`config.mk`:
```
export PLATFORM = sky130hd
export DESIGN_NAME = encoder_4_to_2_seq_flat
export DESIGN_NICKNAME = d
export VERILOG_FILES = /design/src/rtl/encoder_4_to_2_seq_pkg.sv /design/src/rtl/encoder_4_to_2_seq_if.sv /design/src/rtl/encoder_4_to_2_seq_pick.sv /design/src/rtl/encoder_4_to_2_seq.sv /design/src/flat_wrapper.sv
export SDC_FILE = /design/constraint.sdc
export NUM_CORES = 1
export LEC_CHECK = 0
export BUFFER_PORTS_ARGS = -buffer_cell sky130_fd_sc_hd__clkbuf_2
export CAP_MARGIN = 25
export CORE_AREA = 3 3 40 42
export DETAILED_ROUTE_END_ITERATION = 6
export DIE_AREA = 0 0 43 45
export GPL_TIMING_DRIVEN = 0
export PLACE_DENSITY = 0.65
export SYNTH_ARGS = -nofsm -noshare
export SYNTH_HDL_FRONTEND = slang
export SYNTH_HIERARCHICAL = 1
export SYNTH_SLANG_ARGS = --single-unit
```
`constraint.sdc`:
```
create_clock -name clk -period 2.55 [get_ports clk]
set_clock_uncertainty 0.05 [all_clocks]
set_input_delay 0 -clock clk [delete_from_list [all_inputs] [get_ports clk]]
set_output_delay 0 -clock clk [all_outputs]
set_load 0.02 [all_outputs]
```
`src/rtl/encoder_4_to_2_seq_pkg.sv`:
```
// Shared definitions for the sequential 4:2 encoder.
//   LINES / CODE_W : request line count and encoded index width
//   state_t        : handshake FSM states
//   code_to_onehot : index -> one-hot line (same mapping as decoder_2_to_4)
package encoder_pkg;

    localparam int unsigned LINES  = 4;
    localparam int unsigned CODE_W = 2;

    typedef enum logic {
        IDLE  = 1'b0,
        VALID = 1'b1
    } state_t;

    function automatic logic [LINES-1:0] code_to_onehot(input logic [CODE_W-1:0] code);
        logic [LINES-1:0] oh;
        oh       = '0;
        oh[code] = 1'b1;
        return oh;
    endfunction

endpackage

```
`src/rtl/encoder_4_to_2_seq_if.sv`:
```
// Event/valid-ready bundle of the sequential 4:2 encoder.
//   req       : event pulses, one per cycle per line
//   out_ready : consumer accepts out_code
//   out_valid : out_code holds a valid index
//   out_code  : granted line index
//   out_multi : more than one line was pending when out_code was loaded
//   pending   : sticky pending events
//   overflow  : one-cycle pulse when an event is lost
// master = event source / code consumer, slave = the encoder.
interface encoder_4_to_2_seq_if import encoder_pkg::*; ();

    logic [LINES-1:0]  req;
    logic              out_ready;
    logic              out_valid;
    logic [CODE_W-1:0] out_code;
    logic              out_multi;
    logic [LINES-1:0]  pending;
    logic              overflow;

    modport master (
        output req, out_ready,
        input  out_valid, out_code, out_multi, pending, overflow
    );

    modport slave (
        input  req, out_ready,
        output out_valid, out_code, out_multi, pending, overflow
    );

endinterface

```
`src/rtl/encoder_4_to_2_seq_pick.sv`:
```
// Combinational line selector for the encoder.
//   vec   : candidate lines
//   ptr   : round-robin start line (ignored when RR = 0)
//   code  : selected line index (0 when vec is empty)
//   any   : vec has at least one line set
//   multi : vec has more than one line set
// RR = 0 picks the highest set line; RR = 1 picks the first set line
// scanning upward from ptr with wrap-around.
module encoder_pick import encoder_pkg::*; #(
    parameter bit RR = 1'b0
) (
    input  logic [LINES-1:0]  vec,
    input  logic [CODE_W-1:0] ptr,
    output logic [CODE_W-1:0] code,
    output logic              any,
    output logic              multi
);

    logic [CODE_W-1:0] idx;
    logic              found;

    always_comb begin
        code  = '0;
        idx   = '0;
        found = 1'b0;
        any   = |vec;
        // Clearing the lowest set bit leaves something only if two or more were set.
        multi = |(vec & (vec - LINES'(1)));

        if (RR) begin
            for (int unsigned i = 0; i < LINES; i++) begin
                idx = ptr + CODE_W'(i);
                if (!found && vec[idx]) begin
                    code  = idx;
                    found = 1'b1;
                end
            end
        end else begin
            // Ascending scan: the last hit is the highest set line.
            for (int unsigned i = 0; i < LINES; i++) begin
                if (vec[i]) begin
                    code = CODE_W'(i);
                end
            end
        end
    end

endmodule

```
`src/rtl/encoder_4_to_2_seq.sv`:
```
// Sequential 4:2 encoder.
// Captures event pulses on four request lines into a sticky pending register,
// grants one line per handshake (fixed priority or round-robin) and presents
// its 2-bit index on a valid/ready output.
//   clk : clock, rising edge
//   rst : asynchronous active-high reset
//   bus : encoder_4_to_2_seq_if.slave (req, out_ready in; out_valid,
//         out_code, out_multi, pending, overflow out)
module encoder_4_to_2_seq import encoder_pkg::*; #(
    parameter bit RR = 1'b0
) (
    input  logic                 clk,
    input  logic                 rst,
    encoder_4_to_2_seq_if.slave  bus
);

    state_t            state_q, state_d;
    logic [LINES-1:0]  pending_q;
    logic [CODE_W-1:0] code_q, code_d;
    logic              multi_q, multi_d;
    logic              overflow_q;
    logic [CODE_W-1:0] ptr_q;

    logic              accept;
    logic [LINES-1:0]  clr;
    logic [LINES-1:0]  rem;
    logic [LINES-1:0]  pick_vec;
    logic [CODE_W-1:0] pick_code;
    logic              pick_any;
    logic              pick_multi;

    assign accept = (state_q == VALID) && bus.out_ready;
    assign clr    = accept ? code_to_onehot(code_q) : '0;
    // rem equals pending when nothing is accepted, so it doubles as the
    // surviving-pending term of the register update and overflow detect.
    assign rem    = pending_q & ~clr;

    // One selector serves both the IDLE load (pending) and the reload on
    // acceptance (rem); new req bits are deliberately not considered.
    assign pick_vec = (state_q == VALID) ? rem : pending_q;

    encoder_pick #(
        .RR (RR)
    ) u_pick (
        .vec   (pick_vec),
        .ptr   (ptr_q),
        .code  (pick_code),
        .any   (pick_any),
        .multi (pick_multi)
    );

    always_comb begin
        state_d = state_q;
        code_d  = code_q;
        multi_d = multi_q;
        case (state_q)
            IDLE: begin
                if (pick_any) begin
                    state_d = VALID;
                    code_d  = pick_code;
                    multi_d = pick_multi;
                end
            end
            VALID: begin
                if (accept) begin
                    if (pick_any) begin
                        code_d  = pick_code;
                        multi_d = pick_multi;
                    end else begin
                        state_d = IDLE;
                    end
                end
            end
            default: state_d = IDLE;
        endcase
    end

    always_ff @(posedge clk or posedge rst) begin
        if (rst) begin
            state_q    <= IDLE;
            pending_q  <= '0;
            code_q     <= '0;
            multi_q    <= 1'b0;
            overflow_q <= 1'b0;
            ptr_q      <= '0;
        end else begin
            state_q    <= state_d;
            code_q     <= code_d;
            multi_q    <= multi_d;
            // A request on a line being cleared this cycle re-sets it.
            pending_q  <= rem | bus.req;
            overflow_q <= |(bus.req & rem);
            if (accept) begin
                ptr_q <= code_q + CODE_W'(1);
            end
        end
    end

    assign bus.out_valid = (state_q == VALID);
    assign bus.out_code  = code_q;
    assign bus.out_multi = multi_q;
    assign bus.pending   = pending_q;
    assign bus.overflow  = overflow_q;

endmodule

```
`src/flat_wrapper.sv`:
```
// flat-port wrapper written by rule: the top's interface ports become plain ports
module encoder_4_to_2_seq_flat import encoder_pkg::*;
#(
    parameter bit RR = 1'b0
)
  (clk, rst, bus_req, bus_out_ready, bus_out_valid, bus_out_code, bus_out_multi, bus_pending, bus_overflow);
  encoder_4_to_2_seq_if bus_i ();
  input  logic clk;
  input  logic rst;
  input wire logic [$bits(bus_i.req)-1:0] bus_req;
  input wire logic [$bits(bus_i.out_ready)-1:0] bus_out_ready;
  output wire logic [$bits(bus_i.out_valid)-1:0] bus_out_valid;
  output wire logic [$bits(bus_i.out_code)-1:0] bus_out_code;
  output wire logic [$bits(bus_i.out_multi)-1:0] bus_out_multi;
  output wire logic [$bits(bus_i.pending)-1:0] bus_pending;
  output wire logic [$bits(bus_i.overflow)-1:0] bus_overflow;
  assign bus_i.req = bus_req;
  assign bus_i.out_ready = bus_out_ready;
  assign bus_out_valid = bus_i.out_valid;
  assign bus_out_code = bus_i.out_code;
  assign bus_out_multi = bus_i.out_multi;
  assign bus_pending = bus_i.pending;
  assign bus_overflow = bus_i.overflow;
  encoder_4_to_2_seq #(.RR(RR)) u_core (.clk(clk), .rst(rst), .bus(bus_i));
endmodule
```
==> out/results.tsv, run 1 <==
metric	value	unit
status	complete, no violations	
post-DR wirelength/cell	11.85	µm
largest net degree at the start of global routing	10	
CP top delay family	simple AND/OR/NAND/NOR gates	
GR Overflow Total	0	
area grow syn2layout	34.52	%
pwr dens	775.9	nW/µm²
Worst-Skew Late Latency	0.26	ns
crit path DAT	2.23	ns
CP max stage cell	or4_1	
GR Util All Layers	13.40	%
Worst Hold Path EP	u_core/bus.overflow	
fin. max-slew vios	0	
core outline area	1285	µm²
die area	1935	µm²
Inst Count DP	76	
Die W	43	µm
CTS Hold Bufs	5	
PostCTS Resize Cnt	0	
Hold Path Class	in2reg	
critical path endpoint category	register	
drt total wl	1007	µm
Reg2Reg Depth	7	
utilization after layout	51.61	%
Reg2Reg Setup Slack	0.42	ns
count of antenna-violating nets left after detailed routing	0	
CTS Buffer Depth	2	
Fmax achieved	468.6	MHz
total power	0.5145	mW
Pleak	0.3105	nW
CP cell instances	inv_1, ha_1, nand3_1, and2_1, or4_1, nand2_2, mux2_4	
Max-slew headroom	75.64	%
fin nets	82	
worst vdd ir	0.0004645	V
final hold vios	0	
YS warnings	6	
diodes inserted	0	
clock sink total	9	
Root Buffer	clkbuf_4	
Mapped Nets	57	
Buffers on Ports	15	
Final Instance Count excl. Fillers	85	
CTS tree	done	
Post-Synthesis Cells	46	
fin area	663.1	µm²
worst hold start	bus_out_ready	
I/O Pins	16	
first-pass GRT wire length	1869	µm
DR iter-0 viols	1	
vias per cell	4.859	
clock slew at reported path FFs	0.06	ns
Final setup violation count	0	
RSZ-0062 raised after global routing	false	
total negative setup slack	0	ns
share of cells above drive strength 1	32.86	%
final cycle utilization of the critical path	83.68	%
kind of critical path	reg2reg	
die height	45	µm
hold slack final	0.08022	ns
Post-Place Cell Area	586.8	µm²
via count of the first global-routing pass	425	
Initial Util	38.36	%
num rows	13	
max_cap viols	0	
dpl ws	0.4298	ns
setup ws final	0.4161	ns
DRC	0	
CTS buffer count	3	
H-tree Lvls	1	
Pre-Repair DR Iteration Count	2	
Post-Syn Area per Cell	10.72	µm²
hold path cells	4	
initial antenna violation count	0	
Startpoint Class	register	
Slew @ Worst Pin	0.3651	ns
shortest period the worst path allows	2.134	ns
CP Buf/Inv Count	1	
routability cong.	0.6979	
max incr delay on CP	0.55	ns
FF-to-FF End	u_core/bus.out_multi	
critical path data required time	2.64	ns
vias	413	
setup bufs post-CTS	0	
RR Startpoint	u_core/bus.out_code[1]	
critical-path maximum fanout	5	
cell area after synthesis	493.0	µm²
[routing by layer]
layer | track usage [%] | vias up | share of wire (%)
met2 | 20.96 | 14 | 44
met5 | 0 | - | 0
met3 | 5.976 | 2 | 8.5
li1 | - | 202 | -
met4 | 5.422 | 0 | 0.89
met1 | 16.21 | 195 | 46
[worst max path at each step]
stage,to,startpoint,cells past startpoint
2_1_floorplan,u_core/bus.out_code[0],u_core/bus.out_code[1],7
5_1_grt,u_core/bus.out_multi,u_core/bus.out_code[1],7
4_1_cts,u_core/bus.out_code[0],u_core/bus.out_code[1],7
3_3_place_gp,u_core/bus.out_multi,u_core/bus.out_code[1],7
3_5_place_dp,u_core/bus.out_code[0],u_core/bus.out_code[1],7
6_report,u_core/bus.out_multi,u_core/bus.out_code[1],7
[worst reg2reg max path, stage by stage, from the launching register on]
cell and delay, ns:
dfrtp_1 0.43, inv_1 0.10, ha_1 0.14, nand3_1 0.08, and2_1 0.22, or4_1 0.55
nand2_2 0.14, mux2_4 0.31
[sequential cells by signal, summed over array words and instances, names as in the netlist]
name,flops
u_core/bus.out_multi,1
u_core/bus.out_valid,1
u_core/bus.pending,4
u_core/bus.out_code,2
u_core/bus.overflow,1
[report_power, final]
part | leakage (nW) | switching [mW] | internal [mW]
logic | 0.211 | 0.117 | 0.0899
registers | 0.0850 | 0.0269 | 0.171
clock network | 0.0150 | 0.0496 | 0.0603
[layout make-up]
class / count / area, µm²
Inverter: 4 / 15.01
Sequential cell: 9 / 225.2
Timing Repair Buffer: 20 / 125.1
Multi-Input combinational cell: 33 / 252.7
Tap cell: 15 / 18.77
Fill cell: 127 / 621.8
Clock buffer: 4 / 26.28
[layout by cell type, fill, tap and decap left out]
cell / instances
clkbuf_2: 15
dfrtp_1: 9
nand3_1: 8
dlygate4sd3_1: 5
or2_1: 5
inv_1: 4
and2_1: 4
ha_1: 4
clkbuf_4: 3
mux2_4: 3
a211oi_1: 2
clkbuf_1: 1
nand2b_1: 1
nand2_2: 1
nand4_1: 1
or2b_1: 1
a21o_2: 1
nor2_1: 1
or4_1: 1
No activity file was read; power rests on OpenSTA's default activity.
==> run 2, diff against run 1 <==
==> constraint.sdc (replaced) <==
create_clock -name clk -period 2.2 [get_ports clk]
set_clock_uncertainty 0.05 [all_clocks]
set_input_delay 0 -clock clk [delete_from_list [all_inputs] [get_ports clk]]
set_output_delay 0 -clock clk [all_outputs]
set_load 0.02 [all_outputs]
==> out/results.tsv, run 2 (synthesized netlist as in run 1, its figures left out) <==
metric	value	unit
final cycle utilization of the critical path	94.51	%
Seq pwr share	37.1	%
drt total wl	1057	µm
max incr delay on CP	0.49	ns
max FFs per register	4	
crit path DAT	2.17	ns
CTS buffer count	3	
post-DR wirelength/cell	12.15	µm
H-tree Lvls	1	
Max-slew headroom	76.04	%
CP max stage cell	or4_4	
dpl ws	0.07981	ns
Startpoint Class	register	
Initial Util	38.36	%
Final setup violation count	0	
Fmax achieved	480.9	MHz
final hold vios	0	
hold slack final	0.08629	ns
count of antenna-violating nets left after detailed routing	0	
GR Overflow Total	0	
Buffers on Ports	15	
clock slew at reported path FFs	0.06	ns
vias per cell	4.782	
sequential cell area	226.5	µm²
die area	1935	µm²
kind of critical path	reg2reg	
via count of the first global-routing pass	425	
share of cells above drive strength 1	38.89	%
critical path endpoint category	register	
Inst Count DP	76	
initial antenna violation count	0	
Logic pwr share	42.5	%
routability cong.	0.6979	
DR iter-0 viols	0	
Die W	43	µm
GR Util All Layers	13.40	%
critical-path maximum fanout	5	
Worst-Skew Late Latency	0.26	ns
Pleak	0.3234	nW
die height	45	µm
Clk pwr share	20.5	%
fin. max-slew vios	0	
switch share	37.14	%
Hold Path Class	in2reg	
commonest non-fill, non-tap cell in the layout	clkbuf_2	
DRC	0	
area grow syn2layout	39.09	%
CP cell instances	inv_1, ha_1, nand3_1, and2_1, or4_4, nand2_2, mux2_4	
Switch Pwr	0.2315	mW
shortest period the worst path allows	2.079	ns
num rows	13	
fin area	685.7	µm²
CTS Buffer Depth	2	
critical path data required time	2.29	ns
RR Startpoint	u_core/bus.out_code[0]	
largest net degree at the start of global routing	10	
worst vdd ir	0.0005495	V
diodes inserted	0	
most frequent cells in the layout	15 x clkbuf_2, 8 x nand3_1, 8 x dfrtp_1	
first-pass GRT wire length	1869	µm
Multi-input gate area	259.0	µm²
setup ws final	0.1208	ns
Pre-Repair DR Iteration Count	1	
CP top delay family	simple AND/OR/NAND/NOR gates	
vias	416	
total negative setup slack	0	ns
worst hold start	bus_out_ready	
pwr dens	908.8	nW/µm²
core outline area	1285	µm²
Setup crit start	u_core/bus.out_code[0]	
CTS tree	done	
I/O Pins	16	
Final Instance Count excl. Fillers	87	
clock sink total	9	
RSZ-0062 raised after global routing	false	
Post-Place Cell Area	586.8	µm²
internal power	0.3917	mW
Root Buffer	clkbuf_4	
Slew @ Worst Pin	0.3591	ns
max_cap viols	0	
fill count	122	
status	complete, no violations	
fin nets	84	
CP Buf/Inv Count	1	
==> run 2: cell types whose count changed in the layout (fill, tap and decap cells not counted), sizes merged <==
cell / before / now
buf: 0 / 2
==> run 2: per-stage QoR <==
step,total power [mW],util [%]
3_5_place_dp,0.4664,45.67
5_1_grt,0.6808,53.36
3_3_place_gp,0.4627,45.67
4_1_cts,0.6045,51.61
2_1_floorplan,0.3955,-
6_report,0.6232,53.36
==> run 2: cell type report <==
cell class	instances	share of cell area (%)
repair buffers	22	20.44
multi-input cells	33	37.77
flip-flops and latches	9	33.03
well taps	15	2.737
inverters	4	2.190
clock buffers	4	3.832
==> run 2: power by group through the flow <==
stage,logic [mW],clock network (mW),registers [mW]
2_1_floorplan,0.128,0,0.267
3_3_place_gp,0.231,0,0.232
3_5_place_dp,0.235,0,0.232
4_1_cts,0.244,0.132,0.229
5_1_grt,0.298,0.146,0.237
6_report,0.265,0.127,0.231
==> run 2: timing repair <==
action,in CTS,in global routing
setup buffers,0,2
endpoints found under the hold margin,14,0
endpoints found under the setup margin,0,3
hold buffers,5,0
resized for setup,0,4
==> run 2: tightest hold or removal path: cells and delay by family <==
kind	cells	cell delay, ns
simple gates	3	0.25
buf+inv	1	0.11
==> run 2: per-layer routing <==
| metal | vias to the layer above | GRT usage (%) | wire, µm |
|---|---|---|---|
| met5 | - | 0 | 0 |
| met4 | 0 | 5.422 | 9 |
| met3 | 2 | 5.976 | 88 |
| met2 | 14 | 20.96 | 507 |
| met1 | 194 | 16.21 | 452 |
| li1 | 206 | - | - |
==> run 2: path summary, 6_finish.rpt <==
| check | end | slack, ns | depth (start not counted) |
|---|---|---|---|
| min in group asynchronous | u_core/bus.pending[3] | 0.18 | 3 |
| hold reg to reg | u_core/bus.out_multi | 0.47 | 1 |
| setup / recovery | u_core/bus.out_code[0] | 0.12 | 7 |
| hold / removal | u_core/bus.overflow | 0.09 | 4 |
| setup reg to reg | u_core/bus.out_code[0] | 0.12 | 7 |
| max in group asynchronous | u_core/bus.out_code[0] | 1.64 | 3 |
